## src/rtl/alu_buf_exu_if.sv

```systemverilog
// Issue/writeback channel between the reservation station, the ALU execution
// unit and the CDB arbiter. The slave modport is the execution unit's view.
interface alu_buf_exu_if #(
  parameter int XLEN  = 32,
  parameter int TAG_W = 5,
  parameter int ID_W  = 5,
  parameter int DEPTH = 2
);
  localparam int CNT_W = $clog2(DEPTH + 1);

  logic             flush;
  logic             in_req;
  logic             in_rdy;
  logic [3:0]       in_opc;
  logic [XLEN-1:0]  in_src1;
  logic [XLEN-1:0]  in_src2;
  logic [TAG_W-1:0] in_tag;
  logic [ID_W-1:0]  in_inst_id;
  logic             out_req;
  logic             out_rdy;
  logic [TAG_W-1:0] out_tag;
  logic [XLEN-1:0]  out_wdata;
  logic [ID_W-1:0]  out_inst_id;
  logic [CNT_W-1:0] count;

  modport master (
    output flush, in_req, in_opc, in_src1, in_src2, in_tag, in_inst_id, out_rdy,
    input  in_rdy, out_req, out_tag, out_wdata, out_inst_id, count
  );

  modport slave (
    input  flush, in_req, in_opc, in_src1, in_src2, in_tag, in_inst_id, out_rdy,
    output in_rdy, out_req, out_tag, out_wdata, out_inst_id, count
  );
endinterface

```

## src/rtl/alu_buf_exu.sv

```systemverilog
// Single-cycle integer ALU followed by a small result FIFO that holds results
// until the CDB grants them. Results leave strictly in issue order.
module alu_buf_exu #(
  parameter int XLEN  = 32,
  parameter int TAG_W = 5,
  parameter int ID_W  = 5,
  parameter int DEPTH = 2
) (
  input  logic         clk,
  input  logic         rst,
  alu_buf_exu_if.slave bus
);
  localparam int CNT_W = $clog2(DEPTH + 1);
  localparam int PTR_W = (DEPTH > 1) ? $clog2(DEPTH) : 1;
  localparam int SH_W  = $clog2(XLEN);
  localparam int ENT_W = TAG_W + ID_W + XLEN;

  logic [CNT_W-1:0] count_q, count_d;
  logic [PTR_W-1:0] wptr_q, wptr_d;
  logic [PTR_W-1:0] rptr_q, rptr_d;
  logic [ENT_W-1:0] mem_q [DEPTH];

  logic [XLEN-1:0]  alu_res;
  logic [SH_W-1:0]  shamt;
  logic             in_rdy;
  logic             out_req;
  logic             push;
  logic             pop;
  logic [ENT_W-1:0] head;

  function automatic logic [PTR_W-1:0] ptr_inc(input logic [PTR_W-1:0] p);
    return (p == PTR_W'(DEPTH - 1)) ? '0 : p + 1'b1;
  endfunction

  assign shamt = bus.in_src2[SH_W-1:0];

  // Combinational ALU; unused opcodes yield zero.
  always_comb begin
    alu_res = '0;
    case (bus.in_opc)
      4'd0: alu_res = bus.in_src1 + bus.in_src2;
      4'd1: alu_res = bus.in_src1 - bus.in_src2;
      4'd2: alu_res = bus.in_src1 << shamt;
      4'd3: alu_res = {{(XLEN-1){1'b0}}, ($signed(bus.in_src1) < $signed(bus.in_src2))};
      4'd4: alu_res = {{(XLEN-1){1'b0}}, (bus.in_src1 < bus.in_src2)};
      4'd5: alu_res = bus.in_src1 ^ bus.in_src2;
      4'd6: alu_res = bus.in_src1 >> shamt;
      4'd7: alu_res = $signed(bus.in_src1) >>> shamt;
      4'd8: alu_res = bus.in_src1 | bus.in_src2;
      4'd9: alu_res = bus.in_src1 & bus.in_src2;
      default: alu_res = '0;
    endcase
  end

  // Holding rst in in_rdy keeps pushes out until the first edge after release.
  assign in_rdy  = ~rst & ~bus.flush & ((count_q < CNT_W'(DEPTH)) | bus.out_rdy);
  assign out_req = (count_q != '0);
  assign push    = bus.in_req & in_rdy;
  assign pop     = out_req & bus.out_rdy;
  assign head    = mem_q[rptr_q];

  // Next-state for occupancy and pointers; flush empties the buffer outright.
  always_comb begin
    count_d = count_q;
    wptr_d  = wptr_q;
    rptr_d  = rptr_q;
    if (bus.flush) begin
      count_d = '0;
      wptr_d  = '0;
      rptr_d  = '0;
    end else begin
      if (push) wptr_d = ptr_inc(wptr_q);
      if (pop)  rptr_d = ptr_inc(rptr_q);
      if (push && !pop)      count_d = count_q + 1'b1;
      else if (pop && !push) count_d = count_q - 1'b1;
    end
  end

  // Occupancy and pointer registers with asynchronous reset.
  always_ff @(posedge clk or posedge rst) begin
    if (rst) begin
      count_q <= '0;
      wptr_q  <= '0;
      rptr_q  <= '0;
    end else begin
      count_q <= count_d;
      wptr_q  <= wptr_d;
      rptr_q  <= rptr_d;
    end
  end

  // Result storage; contents are don't-care while the entry is not valid.
  always_ff @(posedge clk) begin
    if (push) mem_q[wptr_q] <= {bus.in_tag, bus.in_inst_id, alu_res};
  end

  assign bus.in_rdy      = in_rdy;
  assign bus.out_req     = out_req;
  assign bus.count       = count_q;
  assign bus.out_tag     = out_req ? head[ENT_W-1 -: TAG_W]    : '0;
  assign bus.out_inst_id = out_req ? head[XLEN +: ID_W]        : '0;
  assign bus.out_wdata   = out_req ? head[XLEN-1:0]            : '0;
endmodule

```

## src/flat_wrapper.sv

```systemverilog
// flat-port wrapper written by rule: the top's interface ports become plain ports
module alu_buf_exu_flat 
#(
  parameter int XLEN  = 32,
  parameter int TAG_W = 5,
  parameter int ID_W  = 5,
  parameter int DEPTH = 2
)
  (clk, rst, bus_flush, bus_in_req, bus_in_opc, bus_in_src1, bus_in_src2, bus_in_tag, bus_in_inst_id, bus_out_rdy, bus_in_rdy, bus_out_req, bus_out_tag, bus_out_wdata, bus_out_inst_id, bus_count);
  alu_buf_exu_if #(.XLEN(XLEN), .TAG_W(TAG_W), .ID_W(ID_W), .DEPTH(DEPTH)) bus_i ();
  input  logic clk;
  input  logic rst;
  input wire logic [$bits(bus_i.flush)-1:0] bus_flush;
  input wire logic [$bits(bus_i.in_req)-1:0] bus_in_req;
  input wire logic [$bits(bus_i.in_opc)-1:0] bus_in_opc;
  input wire logic [$bits(bus_i.in_src1)-1:0] bus_in_src1;
  input wire logic [$bits(bus_i.in_src2)-1:0] bus_in_src2;
  input wire logic [$bits(bus_i.in_tag)-1:0] bus_in_tag;
  input wire logic [$bits(bus_i.in_inst_id)-1:0] bus_in_inst_id;
  input wire logic [$bits(bus_i.out_rdy)-1:0] bus_out_rdy;
  output wire logic [$bits(bus_i.in_rdy)-1:0] bus_in_rdy;
  output wire logic [$bits(bus_i.out_req)-1:0] bus_out_req;
  output wire logic [$bits(bus_i.out_tag)-1:0] bus_out_tag;
  output wire logic [$bits(bus_i.out_wdata)-1:0] bus_out_wdata;
  output wire logic [$bits(bus_i.out_inst_id)-1:0] bus_out_inst_id;
  output wire logic [$bits(bus_i.count)-1:0] bus_count;
  assign bus_i.flush = bus_flush;
  assign bus_i.in_req = bus_in_req;
  assign bus_i.in_opc = bus_in_opc;
  assign bus_i.in_src1 = bus_in_src1;
  assign bus_i.in_src2 = bus_in_src2;
  assign bus_i.in_tag = bus_in_tag;
  assign bus_i.in_inst_id = bus_in_inst_id;
  assign bus_i.out_rdy = bus_out_rdy;
  assign bus_in_rdy = bus_i.in_rdy;
  assign bus_out_req = bus_i.out_req;
  assign bus_out_tag = bus_i.out_tag;
  assign bus_out_wdata = bus_i.out_wdata;
  assign bus_out_inst_id = bus_i.out_inst_id;
  assign bus_count = bus_i.count;
  alu_buf_exu #(.XLEN(XLEN), .TAG_W(TAG_W), .ID_W(ID_W), .DEPTH(DEPTH)) u_core (.clk(clk), .rst(rst), .bus(bus_i));
endmodule
```

## config.mk

```make
export PLATFORM = sky130hd
export DESIGN_NAME = alu_buf_exu_flat
export DESIGN_NICKNAME = d
export VERILOG_FILES = /design/src/rtl/alu_buf_exu_if.sv /design/src/rtl/alu_buf_exu.sv /design/src/flat_wrapper.sv
export SDC_FILE = /design/constraint.sdc
export NUM_CORES = 1
export LEC_CHECK = 0
export BUFFER_PORTS_ARGS = -buffer_cell sky130_fd_sc_hd__buf_2
export CORE_ASPECT_RATIO = 0.8
export CORE_MARGIN = 2
export CORE_UTILIZATION = 45
export CTS_BUF_LIST = sky130_fd_sc_hd__clkbuf_4 sky130_fd_sc_hd__clkbuf_8
export DETAILED_ROUTE_END_ITERATION = 6
export PLACE_DENSITY = 0.63
export SYNTH_ARGS = -nofsm -noshare
export SYNTH_HDL_FRONTEND = slang
export SYNTH_SLANG_ARGS = --single-unit
```

## constraint.sdc

```tcl
create_clock -name clk -period 3 [get_ports clk]
set_clock_uncertainty 0.2 [all_clocks]
set_input_delay 0.45 -clock clk [delete_from_list [all_inputs] [get_ports clk]]
set_output_delay 0.45 -clock clk [all_outputs]
set_load 0.02 [all_outputs]
```

## After elaboration in Yosys (flattened, before gate mapping)

Memories as Yosys holds them, arrays and structs flattened.
Cells that the tools add are included.

- Add/sub/neg operators: 6
- $lt $le $gt $ge: 3
- Eq/ne operators: 9
- Shift-type cells: 3
- Multiplexer cells: 15
- Bitwise gates (word level): 10
- Reduce and logical (&&, ||, !) cells: 9

Operators by type and width:

| kind | number |
|---|---|
| $pmux 32 s10 | 1 |
| $lt 32x32->1 | 2 |
| $add 32x32->32 | 1 |
| $and 32x32->32 | 1 |
| $mux 32 | 1 |
| $or 32x32->32 | 1 |
| $shl 32x5->32 | 1 |
| $shr 32x5->32 | 1 |
| $sshr 32x5->32 | 1 |
| $sub 32x32->32 | 1 |
| $xor 32x32->32 | 1 |
| $eq 4x3->1 const B | 4 |
| $mux 5 | 2 |
| $eq 4x2->1 const B | 2 |
| $eq 4x4->1 const B | 2 |
| $mux 1 | 8 |
| $mux 2 | 3 |
| $reduce_bool 2->1 | 3 |
| $and 1x1->1 | 4 |
| $eq 4x1->1 const B | 1 |
| $logic_not 4->1 | 1 |
| $reduce_bool 3->1 | 1 |
| $add 1x1->1 const B | 2 |
| $add 2x1->2 const B | 1 |
| 6 further kinds | 9 |

- Flip-flop bits (word level): 4
- Memory bits (writable): 84
- Bits of input ports: 83
- Memories kept: 1

Memory list:

| name | depth | width | read ports | clocked after Yosys merged registers in | write ports | RTL line | text |
|---|---|---|---|---|---|---|---|
| u_core.mem_q | 2 | 42 | 1 | 0 | 1 | alu_buf_exu.sv:21 | `logic [ENT_W-1:0] mem_q [DEPTH];` |

## Depth between registers and ports, before layout

Gate-level depths: netlist of the first run.

- Word-level depth: 9
- Gate-level depth with buffers: 15

## Worst setup path after synthesis of the first run

Ideal clock, no wire load.

- Kind: input-to-reg
- From: input port bus_in_src2[2]
- To: memory u_core.mem_q[0][22] in the netlist's numbering, data pin
- Library setup time: 0.259 ns
- Data arrival time: 3.569 ns
- Required time: 2.541 ns
- Path slack: -1.028 ns
- Stages: 15
- Path through: buf_2 buf_2 inv_1 buf_1 buf_2 ha_1 nor2b_1 o211ai_1 a211oi_1 o21a_1 a221o_1 a21oi_2 a211oi_1 or3_1 a31o_1

- Cells in the longest elaborated chain, start to end: 2
- Elaborated cells on any way between the ends: 6
- Those cells by class: add/sub (2); shift (3); mux (1)

RTL lines:

| what | RTL line | text |
|---|---|---|
| from (decl) | flat_wrapper.sv:17 | `input wire logic [$bits(bus_i.in_src2)-1:0] bus_in_src2;` |
| $sub 32x32->32, or another cell as far along | alu_buf_exu.sv:42 | `4'd1: alu_res = bus.in_src1 - bus.in_src2;` |
| $pmux 32 s10 * | alu_buf_exu.sv:40 | `case (bus.in_opc)` |
| named net u_core.alu_res[22] | alu_buf_exu.sv:23 | `logic [XLEN-1:0] alu_res;` |
| to (decl) | alu_buf_exu.sv:21 |  |

Mark *: on every way through the listed nets, which the timed path passes. The rest lies on a longest branch.

## Worst setup path in the final report of the first run

- From: input port bus_in_src2[1]
- To: memory u_core.mem_q[1][7] in the netlist's numbering, data pin

The elaborated chain is that of the path after synthesis.

==> impl_results.html, run 1 <==
<table>
<tr><th>Metric</th><th>Value</th></tr>
<tr><th colspan="2">Run status</th></tr>
<tr><td>Run status</td><td>finished, violations left</td></tr>
<tr><td>Violated checks</td><td>negative setup slack</td></tr>
<tr><th colspan="2">Yosys</th></tr>
<tr><td>Cell count after synthesis</td><td>1494</td></tr>
<tr><td>Primary FF master, synth</td><td>edfxtp_1</td></tr>
<tr><td>Post-Syn Area per Cell</td><td>8.03 sq um</td></tr>
<tr><td>EDFF count, synth</td><td>84</td></tr>
<tr><td>Netlist Area Pre-Place</td><td>0.0120 sq mm</td></tr>
<tr><td>Synth Register Bits</td><td>88</td></tr>
<tr><td>Number of distinct library cells after synthesis</td><td>85</td></tr>
<tr><td>Warnings, synthesis</td><td>0</td></tr>
<tr><td>Sequential share of the synthesized area</td><td>0.219</td></tr>
<tr><td>Net count of the mapped netlist</td><td>1678</td></tr>
<tr><td>Share of flip-flops with an asynchronous set or reset after synthesis</td><td>0.0455</td></tr>
<tr><th colspan="2">Drt</th></tr>
<tr><td>Wirelength per Cell</td><td>22.1 microns</td></tr>
<tr><td>DRT Pass-1 Iters</td><td>5</td></tr>
<tr><td>Number of nets with antenna violations after routing</td><td>0</td></tr>
<tr><td>Drt total wl</td><td>50600 microns</td></tr>
<tr><td>Post-detailed-route via-to-cell ratio</td><td>5.97</td></tr>
<tr><td>Remaining design rule violation count</td><td>0</td></tr>
<tr><td>Violation count after the first detailed-routing iteration</td><td>1688</td></tr>
<tr><td>Via count</td><td>13700</td></tr>
<tr><th colspan="2">Power and ir drop</th></tr>
<tr><td>Leakage</td><td>7.43 nW</td></tr>
<tr><td>Power after layout</td><td>4.92 mW</td></tr>
<tr><td>Pwr per Cell Area</td><td>291 mW/mm^2</td></tr>
<tr><td>Worst IR drop on VDD</td><td>0.000177 V</td></tr>
<tr><th colspan="2">Critical path</th></tr>
<tr><td>Critical Path AT</td><td>3080 ps</td></tr>
<tr><td>Crit end category</td><td>register</td></tr>
<tr><td>Critical path's largest stage delay</td><td>390 ps</td></tr>
<tr><td>Startpoint type of the worst setup path</td><td>input port</td></tr>
<tr><td>Slowest cell on the critical path</td><td>mux2i_2</td></tr>
<tr><td>Worst-path cell chain</td><td>buf_6 -&gt; buf_4 -&gt; buf_12 -&gt; bufbuf_16 -&gt; nand2b_1 -&gt; o21ai_0 -&gt; mux2_2 -&gt; mux2_2 -&gt; o22ai_1 -&gt; nand2_1 -&gt; mux2i_2 -&gt; a211oi_1 -&gt; o2111ai_1 -&gt; buf_4</td></tr>
<tr><td>Peak fanout along the critical path</td><td>11</td></tr>
<tr><td>Worst Path Required</td><td>3040 ps</td></tr>
<tr><td>R2R cell count</td><td>4</td></tr>
<tr><td>Crit Path Category</td><td>input port to register</td></tr>
<tr><th colspan="2">Floorplanning</th></tr>
<tr><td>Initial core utilization</td><td>0.457</td></tr>
<tr><td>Die Wd</td><td>187 microns</td></tr>
<tr><td>Number of ports placed on the die boundary</td><td>129</td></tr>
<tr><td>Die boundary height</td><td>150 microns</td></tr>
<tr><td>Number of standard-cell rows in the floorplan</td><td>53</td></tr>
<tr><td>Core area</td><td>0.0263 sq mm</td></tr>
<tr><td>Die area</td><td>0.0280 sq mm</td></tr>
<tr><th colspan="2">Place</th></tr>
<tr><td>Weighted congestion at the end of routability-driven global placement</td><td>1.04</td></tr>
<tr><td>HPWL reported at the end of detailed placement</td><td>39900 microns</td></tr>
<tr><td>Count of buffers inserted at the top-level ports</td><td>128</td></tr>
<tr><th colspan="2">Clock tree</th></tr>
<tr><td>H-tree depth</td><td>3</td></tr>
<tr><td>Clock tree root driver cell</td><td>clkbuf_8</td></tr>
<tr><td>Number of buffers inserted during clock tree synthesis</td><td>9</td></tr>
<tr><td>Worst-case clock buffer depth</td><td>2</td></tr>
<tr><td>Clk sink count</td><td>88</td></tr>
<tr><td>CTS tree</td><td>yes</td></tr>
<tr><td>Worst skew pair latency</td><td>390 ps</td></tr>
<tr><td>Post-CTS clock slew at the launch and capture registers of the worst setup and hold paths</td><td>110 ps</td></tr>
<tr><th colspan="2">Timing</th></tr>
<tr><td>Final worst hold slack</td><td>42.2 ps</td></tr>
<tr><td>Relative slew slack</td><td>0.464</td></tr>
<tr><td>Minimum clock period</td><td>3040 ps</td></tr>
<tr><td>Upper clock frequency limit</td><td>0.329 GHz</td></tr>
<tr><td>Measured slew at the worst slew-check pin</td><td>804 ps</td></tr>
<tr><td>Final Hold Vio Count</td><td>0</td></tr>
<tr><td>Final number of setup-violating endpoints</td><td>16</td></tr>
<tr><td>Final Cycle Share</td><td>1.01</td></tr>
<tr><td>Worst path setup slack after routing</td><td>-38.3 ps</td></tr>
<tr><td>Pins over their slew limit</td><td>0</td></tr>
<tr><td>RSZ-0062 raised after global routing</td><td>true</td></tr>
<tr><th colspan="2">Finish</th></tr>
<tr><td>Diode count</td><td>0</td></tr>
<tr><td>Layout overhead on the synthesized area</td><td>41.2%</td></tr>
<tr><td>Fraction of layout instances using a drive strength above 1</td><td>0.388</td></tr>
<tr><td>Net total in the final layout</td><td>2112</td></tr>
<tr><td>Layout fillers</td><td>2303</td></tr>
<tr><th colspan="2">GRT</th></tr>
<tr><td>Initial antenna violation count</td><td>0</td></tr>
<tr><td>Total congestion overflow</td><td>0</td></tr>
<tr><td>Global-route wire length before repair</td><td>75400 microns</td></tr>
<tr><td>Pin count of the biggest net entering global routing</td><td>80</td></tr>
<tr><td>GRT Resource Usage Total</td><td>0.352</td></tr>
<tr><td>Number of global-route vias before repair</td><td>12700</td></tr>
<tr><th colspan="2">Worst hold path</th></tr>
<tr><td>Hold path depth</td><td>1</td></tr>
<tr><td>Classification of the worst-slack hold path</td><td>input port to register</td></tr>
<tr><th colspan="2">Flow run</th></tr>
<tr><td>Max-cap violations</td><td>0</td></tr>
</table>
kinds of logic after synthesis:
logic type                 after synthesis  share of synthesized area
and+or+nand+nor                        453                      0.171
adders and majority gates              101                      0.107
AOI/OAI and AO/OA                      460                      0.251
buffers and inverters                  217                     0.0727
muxes                                  153                      0.164
xor gates and xnor gates                22                     0.0161
DFF                                     88                      0.219
state kept, by name (all words and copies together), names as in the netlist:
signal / count
u_core.bus.count: 2
u_core.rptr_q: 1
u_core.wptr_q: 1
u_core.mem_q: 84
final timing paths:
path | from | end | slack [ps]
setup / recovery | bus_in_src2[1] | u_core.mem_q[1][7]$_DFFE_PP_ | -40
hold / removal | bus_in_inst_id[0] | u_core.mem_q[0][32]$_DFFE_PP_ | 40
setup reg to reg | u_core.bus.count[1]$_DFFE_PP0P_ | u_core.mem_q[0][19]$_DFFE_PP_ | 1060
hold reg to reg | u_core.wptr_q$_DFFE_PP0P_ | u_core.wptr_q$_DFFE_PP0P_ | 440
max in group asynchronous | rst | u_core.rptr_q$_DFFE_PP0P_ | 2100
min in group asynchronous | rst | u_core.wptr_q$_DFFE_PP0P_ | 310
routing by layer:
layer,wire length (microns),vias up,track usage
li1,-,6344,-
met1,22200,6524,0.499
met2,22100,716,0.550
met3,4430,90,0.0516
met4,1850,0,0.118
met5,0,-,0
worst max-delay path: cells and delay by family:
| kind | cells | cell delay (ps) |
|---|---|---|
| compound gates | 4 | 530 |
| simple gates | 2 | 210 |
| mux | 3 | 980 |
| buf+inv | 5 | 910 |
synthesized netlist by cell type, types with 24 or more instances:
master | instances | area [sq um]
edfxtp_1 | 84 | 2520
buf_2 | 31 | 155
ha_1 | 99 | 1240
o211ai_1 | 30 | 225
a211oi_1 | 25 | 188
clkbuf_1 | 70 | 263
o21ai_0 | 118 | 591
a21oi_1 | 116 | 581
nor2_1 | 182 | 683
mux2i_1 | 99 | 991
inv_1 | 97 | 364
mux4_2 | 33 | 743
nor3_1 | 24 | 120
nand2_1 | 132 | 495
through the flow:
stage,worst slack [ps],area (sq um),std cells,util,setup TNS (ps)
after detailed placement,-898,15700,2253,0.599,-26970
after global placement,-868,15700,2253,0.599,-25980
final,-38.3,16900,2290,0.645,-286
after global routing,-109,16900,2290,0.645,-1490
after floorplan,-424,12200,1494,-,-8190
after CTS,-41.9,16400,2283,0.624,-167
final cells by class:
cell class,count,area (sq um),area share
Clock inverter,7,70.1,0.00414
Tap cell,357,447,0.0264
Inverter,100,395,0.0233
Timing Repair Buffer,540,4060,0.240
Sequential cell,88,2620,0.155
Clock buffer,9,124,0.00731
Multi-Input combinational cell,1189,9210,0.544
cells in the final DEF (no fill, tap or decap), drive strengths merged, types with 13 or more instances in the layout:
| cell type | instances |
|---|---|
| ha | 99 |
| mux4 | 33 |
| o21a | 13 |
| o21ai | 125 |
| nor2 | 182 |
| a211oi | 26 |
| buf | 534 |
| edfxtp | 84 |
| nand3 | 21 |
| nand2 | 134 |
| nand2b | 13 |
| inv | 104 |
| xnor2 | 16 |
| o211ai | 30 |
| mux2i | 99 |
| nor2b | 14 |
| a221oi | 17 |
| nor3 | 25 |
| mux2 | 21 |
| a21oi | 118 |
report_power, final:
part / internal, mW / switching (mW) / leakage (nW)
clock: 0.328 / 0.498 / 0.0977
sequential: 1.40 / 0.0107 / 0.822
combinational: 1.22 / 1.46 / 6.51
repair_timing:
item                                    4_1_cts  5_1_grt
buffers inserted                             11        6
gates cloned                                  3        1
hold buffers                                  1        0
gates resized for setup                      67      110
endpoints found under the setup margin       37       48
endpoints found under the hold margin         4        0
pin swaps                                    24       43
Note: power is estimated with default switching activity, not from simulation.
==> run 2: changes to the inputs <==
--- a/config.mk
+++ b/config.mk
@@ -8,10 +8,10 @@
 export BUFFER_PORTS_ARGS = -buffer_cell sky130_fd_sc_hd__buf_2
 export CORE_ASPECT_RATIO = 0.8
 export CORE_MARGIN = 2
-export CORE_UTILIZATION = 45
+export CORE_UTILIZATION = 50
 export CTS_BUF_LIST = sky130_fd_sc_hd__clkbuf_4 sky130_fd_sc_hd__clkbuf_8
 export DETAILED_ROUTE_END_ITERATION = 6
-export PLACE_DENSITY = 0.63
+export PLACE_DENSITY = 0.69
 export SYNTH_ARGS = -nofsm -noshare
 export SYNTH_HDL_FRONTEND = slang
 export SYNTH_SLANG_ARGS = --single-unit
==> run 2 against run 1 <==
The flow still finishes with violations (negative setup slack). Combinational power down 2%. Maximum frequency down 3.2%. Non-clock buffer count down 13. Clock power up 2.5%. Sequential share of layout area up 0.39 points. Critical path depth down 1. Largest cell class unchanged.
==> impl_results.html, run 2 (same netlist as run 1, synthesis figures left out) <==
<table>
<tr><th>Metric</th><th>Value</th></tr>
<tr><th colspan="2">Run status</th></tr>
<tr><td>Run status</td><td>finished, violations left</td></tr>
<tr><td>Violated checks</td><td>negative setup slack</td></tr>
<tr><th colspan="2">Timing</th></tr>
<tr><td>Measured slew at the worst slew-check pin</td><td>840 ps</td></tr>
<tr><td>Final Hold Vio Count</td><td>0</td></tr>
<tr><td>Final TNS setup</td><td>-891 ps</td></tr>
<tr><td>Upper clock frequency limit</td><td>0.319 GHz</td></tr>
<tr><td>RSZ-0062 raised after global routing</td><td>true</td></tr>
<tr><td>Pins over their slew limit</td><td>0</td></tr>
<tr><td>Relative slew slack</td><td>0.440</td></tr>
<tr><td>Final worst hold slack</td><td>27.1 ps</td></tr>
<tr><td>Final number of setup-violating endpoints</td><td>14</td></tr>
<tr><td>Worst path setup slack after routing</td><td>-139 ps</td></tr>
<tr><td>Final Cycle Share</td><td>1.05</td></tr>
<tr><td>Minimum clock period</td><td>3140 ps</td></tr>
<tr><th colspan="2">Clock tree</th></tr>
<tr><td>H-tree depth</td><td>3</td></tr>
<tr><td>Post-CTS clock slew at the launch and capture registers of the worst setup and hold paths</td><td>110 ps</td></tr>
<tr><td>CTS tree</td><td>yes</td></tr>
<tr><td>Clock tree root driver cell</td><td>clkbuf_8</td></tr>
<tr><td>Worst-case clock buffer depth</td><td>2</td></tr>
<tr><td>Number of buffers inserted during clock tree synthesis</td><td>9</td></tr>
<tr><td>Clk sink count</td><td>88</td></tr>
<tr><td>Worst skew pair latency</td><td>390 ps</td></tr>
<tr><th colspan="2">Critical path</th></tr>
<tr><td>Reg2reg end</td><td>u_core.mem_q[0][16]$_DFFE_PP_</td></tr>
<tr><td>Crit Path Category</td><td>input port to register</td></tr>
<tr><td>Most frequent cell on the critical path</td><td>buf_4</td></tr>
<tr><td>Slowest cell on the critical path</td><td>or3_4</td></tr>
<tr><td>Worst Path Buf+Inv</td><td>4</td></tr>
<tr><td>Worst Path Required</td><td>2930 ps</td></tr>
<tr><td>Critical path's top delay family</td><td>compound AO/OA/AOI/OAI gates</td></tr>
<tr><td>Critical path's largest stage delay</td><td>380 ps</td></tr>
<tr><td>Crit end category</td><td>register</td></tr>
<tr><td>Startpoint of the worst register-to-register path</td><td>u_core.bus.count[1]$_DFFE_PP0P_</td></tr>
<tr><td>Startpoint type of the worst setup path</td><td>input port</td></tr>
<tr><td>Worst-path cell chain</td><td>buf_2 -&gt; buf_4 -&gt; buf_4 -&gt; ha_1 -&gt; buf_4 -&gt; nor3_1 -&gt; a31oi_2 -&gt; or3_4 -&gt; o21ai_4 -&gt; o21a_1 -&gt; a311o_1 -&gt; a211o_1 -&gt; nand3b_1</td></tr>
<tr><td>Peak fanout along the critical path</td><td>7</td></tr>
<tr><td>Register-to-register path setup slack</td><td>830 ps</td></tr>
<tr><td>Critical Path AT</td><td>3060 ps</td></tr>
<tr><td>R2R cell count</td><td>4</td></tr>
<tr><th colspan="2">Place</th></tr>
<tr><td>Count of buffers inserted at the top-level ports</td><td>128</td></tr>
<tr><td>Worst-case setup slack after placement</td><td>-661 ps</td></tr>
<tr><td>Weighted congestion at the end of routability-driven global placement</td><td>1.06</td></tr>
<tr><td>HPWL reported at the end of detailed placement</td><td>41400 microns</td></tr>
<tr><th colspan="2">Worst hold path</th></tr>
<tr><td>Hold path startpoint</td><td>bus_in_inst_id[3]</td></tr>
<tr><td>Hold path depth</td><td>1</td></tr>
<tr><td>Classification of the worst-slack hold path</td><td>input port to register</td></tr>
<tr><td>Endpoint of the worst hold path</td><td>u_core.mem_q[0][35]$_DFFE_PP_</td></tr>
<tr><th colspan="2">Floorplanning</th></tr>
<tr><td>Die area</td><td>0.0253 sq mm</td></tr>
<tr><td>Die Wd</td><td>177 microns</td></tr>
<tr><td>Die boundary height</td><td>143 microns</td></tr>
<tr><td>Core area</td><td>0.0235 sq mm</td></tr>
<tr><td>Number of ports placed on the die boundary</td><td>129</td></tr>
<tr><td>Number of standard-cell rows in the floorplan</td><td>50</td></tr>
<tr><td>Initial core utilization</td><td>0.511</td></tr>
<tr><th colspan="2">Finish</th></tr>
<tr><td>Net total in the final layout</td><td>2099</td></tr>
<tr><td>Leading cell type in the layout, fill and taps excluded</td><td>buf_4</td></tr>
<tr><td>Fraction of layout instances using a drive strength above 1</td><td>0.373</td></tr>
<tr><td>Number of flip-flops in the largest register</td><td>84</td></tr>
<tr><td>Register with the most flip-flops</td><td>u_core.mem_q</td></tr>
<tr><td>Layout fillers</td><td>1948</td></tr>
<tr><td>Layout overhead on the synthesized area</td><td>37.7%</td></tr>
<tr><td>Commonest non-fill, non-tap cells in the layout</td><td>379 x buf_4, 178 x nor2_1, 132 x nand2_1</td></tr>
<tr><td>Finished Core Util</td><td>0.704</td></tr>
<tr><th colspan="2">Drt</th></tr>
<tr><td>Wirelength per Cell</td><td>23.5 microns</td></tr>
<tr><td>DRT Pass-1 Iters</td><td>6</td></tr>
<tr><td>Via count</td><td>14100</td></tr>
<tr><td>Violation count after the first detailed-routing iteration</td><td>1804</td></tr>
<tr><td>Post-detailed-route via-to-cell ratio</td><td>6.32</td></tr>
<tr><td>Drt total wl</td><td>52600 microns</td></tr>
<tr><td>Number of nets with antenna violations after routing</td><td>0</td></tr>
<tr><td>Remaining design rule violation count</td><td>0</td></tr>
<tr><th colspan="2">GRT</th></tr>
<tr><td>Pin count of the biggest net entering global routing</td><td>80</td></tr>
<tr><td>Initial antenna violation count</td><td>2</td></tr>
<tr><td>Total congestion overflow</td><td>0</td></tr>
<tr><td>GRT Resource Usage Total</td><td>0.404</td></tr>
<tr><td>Global-route wire length before repair</td><td>77000 microns</td></tr>
<tr><td>Number of global-route vias before repair</td><td>12900</td></tr>
<tr><th colspan="2">Flow run</th></tr>
<tr><td>Max-cap violations</td><td>0</td></tr>
<tr><th colspan="2">Power and ir drop</th></tr>
<tr><td>Leakage</td><td>7.31 nW</td></tr>
<tr><td>Worst IR drop on VDD</td><td>0.000304 V</td></tr>
<tr><td>Pwr per Cell Area</td><td>296 mW/mm^2</td></tr>
</table>
-- run 2: cell count changes in the layout (fill, tap and decap cells not counted), moves of 6 or more --
| cell | delta |
|---|---|
| buf_6 | -6 |
| ha_1 | +8 |
| buf_4 | -10 |
| buf_2 | +6 |
| ha_4 | -6 |
-- run 2: area by class of cell --
type | instances | area, sq um | share of cell area
well taps | 312 | 390 | 0.0236
multi-input cells | 1189 | 9040 | 0.548
diodes | 2 | 5.00 | 0.000303
clock inverters | 7 | 67.6 | 0.00409
clock buffers | 9 | 124 | 0.00750
flip-flops and latches | 88 | 2620 | 0.159
inverters | 100 | 390 | 0.0236
repair buffers | 527 | 3870 | 0.234
-- run 2: worst max path at each step --
stage | from | end | slack, ps | depth (start not counted)
4_1_cts | bus_in_src2[0] | u_core.mem_q[0][24]$_DFFE_PP_ | -30 | 12
3_5_place_dp | bus_in_src2[0] | u_core.mem_q[0][7]$_DFFE_PP_ | -660 | 12
3_3_place_gp | bus_in_src2[0] | u_core.mem_q[1][7]$_DFFE_PP_ | -630 | 12
6_report | bus_in_src1[16] | u_core.mem_q[1][24]$_DFFE_PP_ | -140 | 13
2_1_floorplan | bus_in_src2[2] | u_core.mem_q[0][22]$_DFFE_PP_ | -420 | 15
5_1_grt | bus_in_src2[1] | u_core.mem_q[0][29]$_DFFE_PP_ | -140 | 13
-- run 2: report_power, final --
| part | total [mW] | switching [mW] | internal (mW) |
|---|---|---|---|
| combinational | 2.64 | 1.48 | 1.16 |
| clock | 0.847 | 0.520 | 0.327 |
| sequential | 1.41 | 0.00962 | 1.40 |
-- run 2: per-layer routing --
metal	global-route usage	part of all wire	up-vias	wire (microns)
met5	0	0	-	0
met4	0.147	0.043	0	2240
met3	0.0606	0.10	128	5500
met2	0.621	0.44	906	23000
met1	0.575	0.42	6740	21900
li1	-	-	6335	-
-- run 2: metrics by stage --
stage,instance area (sq um),power (mW),std cells
finish,16500,4.89,2234
global route,16500,5.10,2232
CTS,16000,4.70,2221
detailed placement,15600,3.82,2194
global placement,15600,3.79,2194
floorplan,12200,2.74,1494
-- run 2: timing repair --
action / in CTS / in global routing
hold endpoints to repair: 4 / 0
resized for setup: 37 / 94
pin swaps: 22 / 41
gates cloned: 0 / 1
buffers inserted: 10 / 11
hold buffers: 1 / 0
setup endpoints to repair: 38 / 52
==> run 3: changes to the inputs <==
--- a/config.mk
+++ b/config.mk
@@ -11,7 +11,7 @@
 export CORE_UTILIZATION = 50
 export CTS_BUF_LIST = sky130_fd_sc_hd__clkbuf_4 sky130_fd_sc_hd__clkbuf_8
 export DETAILED_ROUTE_END_ITERATION = 6
-export PLACE_DENSITY = 0.69
+export PLACE_DENSITY = 0.72
 export SYNTH_ARGS = -nofsm -noshare
 export SYNTH_HDL_FRONTEND = slang
 export SYNTH_SLANG_ARGS = --single-unit
==> run 3 against run 2 <==
Maximum frequency grew 2.1%. Sequential cell count is the same. Critical path depth grew 2. Core utilization grew 0.44 points. Total power is essentially flat. Wire length shrank 2.7%. First-iteration DRC count shrank 1.6%. Sequential power is essentially flat. Largest cell class unchanged. Combinational power is essentially flat. The run still ends with negative setup slack left. Sequential share of layout area shrank 0.098 points. Register-to-register slack gained 90 ps. Critical path type unchanged. Via count shrank 1.6%.
==> impl_results.html, run 3 (same netlist as run 1, synthesis figures left out) <==
<table>
<tr><th>Metric</th><th>Value</th></tr>
<tr><th colspan="2">Timing</th></tr>
<tr><td>Final number of setup-violating endpoints</td><td>18</td></tr>
<tr><td>Final Cycle Share</td><td>1.02</td></tr>
<tr><td>Pins over their slew limit</td><td>0</td></tr>
<tr><td>Relative slew slack</td><td>0.531</td></tr>
<tr><td>Minimum clock period</td><td>3070 ps</td></tr>
<tr><td>Final Hold Vio Count</td><td>0</td></tr>
<tr><td>Worst path setup slack after routing</td><td>-73.1 ps</td></tr>
<tr><td>Measured slew at the worst slew-check pin</td><td>703 ps</td></tr>
<tr><td>Upper clock frequency limit</td><td>0.325 GHz</td></tr>
<tr><td>RSZ-0062 raised after global routing</td><td>true</td></tr>
<tr><th colspan="2">Finish</th></tr>
<tr><td>Leading cell type in the layout, fill and taps excluded</td><td>buf_4</td></tr>
<tr><td>Number of flip-flops in the largest register</td><td>84</td></tr>
<tr><td>Fraction of layout instances using a drive strength above 1</td><td>0.379</td></tr>
<tr><td>Area of all placed cells without fillers</td><td>0.0166 sq mm</td></tr>
<tr><td>Commonest non-fill, non-tap cells in the layout</td><td>382 x buf_4, 175 x nor2_1, 131 x nand2_1</td></tr>
<tr><td>Diode count</td><td>0</td></tr>
<tr><td>Net total in the final layout</td><td>2106</td></tr>
<tr><td>Layout overhead on the synthesized area</td><td>38.5%</td></tr>
<tr><td>Register with the most flip-flops</td><td>u_core.mem_q</td></tr>
<tr><td>Layout fillers</td><td>1901</td></tr>
<tr><th colspan="2">Critical path</th></tr>
<tr><td>Crit Path Category</td><td>input port to register</td></tr>
<tr><td>Critical Path AT</td><td>3110 ps</td></tr>
<tr><td>Worst Path Required</td><td>3040 ps</td></tr>
<tr><td>Crit end category</td><td>register</td></tr>
<tr><td>Beginning of the critical path</td><td>bus_in_src2[6]</td></tr>
<tr><td>Startpoint type of the worst setup path</td><td>input port</td></tr>
<tr><td>Startpoint of the worst register-to-register path</td><td>u_core.bus.count[1]$_DFFE_PP0P_</td></tr>
<tr><td>Peak fanout along the critical path</td><td>3</td></tr>
<tr><th colspan="2">GRT</th></tr>
<tr><td>Total congestion overflow</td><td>0</td></tr>
<tr><td>Global-route wire length before repair</td><td>74500 microns</td></tr>
<tr><td>Initial antenna violation count</td><td>2</td></tr>
<tr><td>Number of global-route vias before repair</td><td>12700</td></tr>
<tr><td>GRT Resource Usage Total</td><td>0.387</td></tr>
<tr><td>Pin count of the biggest net entering global routing</td><td>71</td></tr>
<tr><th colspan="2">Power and ir drop</th></tr>
<tr><td>Leakage</td><td>7.34 nW</td></tr>
<tr><td>Power after layout</td><td>4.89 mW</td></tr>
<tr><td>Sequential share of power</td><td>0.288</td></tr>
<tr><td>Share of power burned in combinational logic</td><td>0.540</td></tr>
<tr><td>Net switching power</td><td>1.99 mW</td></tr>
<tr><td>Fraction of power consumed by the clock network</td><td>0.172</td></tr>
<tr><td>Worst IR drop on VDD</td><td>0.000223 V</td></tr>
<tr><td>Pwr per Cell Area</td><td>294 mW/mm^2</td></tr>
<tr><td>Internal power summed over all cells</td><td>2.90 mW</td></tr>
<tr><td>Switching Fraction</td><td>0.407</td></tr>
<tr><th colspan="2">Drt</th></tr>
<tr><td>Wirelength per Cell</td><td>22.9 microns</td></tr>
<tr><td>Drt total wl</td><td>51200 microns</td></tr>
<tr><td>Post-detailed-route via-to-cell ratio</td><td>6.20</td></tr>
<tr><td>Remaining design rule violation count</td><td>0</td></tr>
<tr><td>Via count</td><td>13900</td></tr>
<tr><td>DRT Pass-1 Iters</td><td>6</td></tr>
<tr><td>Number of nets with antenna violations after routing</td><td>0</td></tr>
<tr><td>Violation count after the first detailed-routing iteration</td><td>1776</td></tr>
<tr><th colspan="2">Floorplanning</th></tr>
<tr><td>Number of standard-cell rows in the floorplan</td><td>50</td></tr>
<tr><td>Die area</td><td>0.0253 sq mm</td></tr>
<tr><td>Initial core utilization</td><td>0.511</td></tr>
<tr><td>Core area</td><td>0.0235 sq mm</td></tr>
<tr><td>Die boundary height</td><td>143 microns</td></tr>
<tr><td>Number of ports placed on the die boundary</td><td>129</td></tr>
<tr><td>Die Wd</td><td>177 microns</td></tr>
<tr><th colspan="2">Clock tree</th></tr>
<tr><td>Post-CTS clock slew at the launch and capture registers of the worst setup and hold paths</td><td>110 ps</td></tr>
<tr><td>Number of buffers inserted during clock tree synthesis</td><td>9</td></tr>
<tr><td>Clk sink count</td><td>88</td></tr>
<tr><td>Clock tree root driver cell</td><td>clkbuf_8</td></tr>
<tr><td>Worst skew pair latency</td><td>380 ps</td></tr>
<tr><td>CTS tree</td><td>yes</td></tr>
<tr><td>Worst-case clock buffer depth</td><td>2</td></tr>
<tr><td>H-tree depth</td><td>3</td></tr>
<tr><th colspan="2">Worst hold path</th></tr>
<tr><td>Hold path startpoint</td><td>bus_in_inst_id[3]</td></tr>
<tr><td>Classification of the worst-slack hold path</td><td>input port to register</td></tr>
<tr><th colspan="2">Place</th></tr>
<tr><td>Worst-case setup slack after placement</td><td>-611 ps</td></tr>
<tr><td>Placed standard-cell area</td><td>0.0156 sq mm</td></tr>
<tr><td>HPWL reported at the end of detailed placement</td><td>40200 microns</td></tr>
<tr><td>Weighted congestion at the end of routability-driven global placement</td><td>1.09</td></tr>
<tr><td>Count of buffers inserted at the top-level ports</td><td>128</td></tr>
<tr><th colspan="2">Run status</th></tr>
<tr><td>Violated checks</td><td>negative setup slack</td></tr>
<tr><td>Run status</td><td>finished, violations left</td></tr>
<tr><th colspan="2">Flow run</th></tr>
<tr><td>Max-cap violations</td><td>0</td></tr>
</table>
## run 3: cell count changes in the layout (fill, tap and decap cells not counted), sizes merged
cell,before,now
buf,524,531
diode,2,0
## run 3: repair_timing
action / 4_1_cts / 5_1_grt
setup buffers: 6 / 15
hold endpoints to repair: 4 / 0
hold buffers: 1 / 0
pin swaps: 26 / 46
gates cloned: 0 / 2
endpoints found under the setup margin: 26 / 55
gates resized for setup: 45 / 96
## run 3: final cells by class
cell class | instances | area [sq um] | share of cell area
Multi-Input combinational cell | 1189 | 9090 | 0.547
Timing Repair Buffer | 534 | 3930 | 0.236
Clock inverter | 7 | 67.6 | 0.00407
Tap cell | 312 | 390 | 0.0235
Clock buffer | 9 | 124 | 0.00745
Inverter | 100 | 393 | 0.0236
Sequential cell | 88 | 2620 | 0.158
## run 3: final timing paths
path                                                      end  slack (ps)  cells past startpoint
worst max-delay path            u_core.mem_q[0][24]$_DFFE_PP_         -70                     15
worst min-delay path            u_core.mem_q[1][35]$_DFFE_PP_          50                      1
worst max register to register   u_core.mem_q[0][9]$_DFFE_PP_         920                      4
worst min register to register      u_core.wptr_q$_DFFE_PP0P_         420                      2
max in group asynchronous           u_core.rptr_q$_DFFE_PP0P_        2110                      3
min in group asynchronous           u_core.wptr_q$_DFFE_PP0P_         300                      3
## run 3: critical path: stages
cell	delay [ps]
buf_2	120
inv_2	90
ha_4	230
buf_6	120
buf_4	120
nor3b_1	140
o31ai_1	290
a21boi_2	120
a2111oi_4	190
buf_4	190
o21ai_4	80
o21a_1	210
a311o_1	370
a211o_1	250
nand3b_1	100
## run 3: through the flow
stage	hold slack (ps)	util	TNS, ps	cells
after global routing	22.0	0.708	-1970	2239
after floorplan	24.2	-	-8190	1494
final	45.5	0.708	-894	2239
after global placement	161	0.667	-23000	2200
after CTS	19.2	0.687	-120	2223
after detailed placement	166	0.667	-25400	2200
## run 3: per-layer routing
layer / up-vias / routed length, microns / GRT usage
met5: - / 13 / 0
met1: 6572 / 21400 / 0.547
met2: 860 / 22700 / 0.610
met3: 115 / 4940 / 0.0467
li1: 6341 / - / -
met4: 2 / 2100 / 0.138
## run 3: power by group through the flow
stage               Sequential (mW)  Clock (mW)  Combinational, mW
global route                   1.41       0.908               2.79
CTS                            1.41       0.869               2.46
global placement               1.43           0               2.36
detailed placement             1.44           0               2.39
finish                         1.41       0.841               2.64
floorplan                      1.43           0               1.30
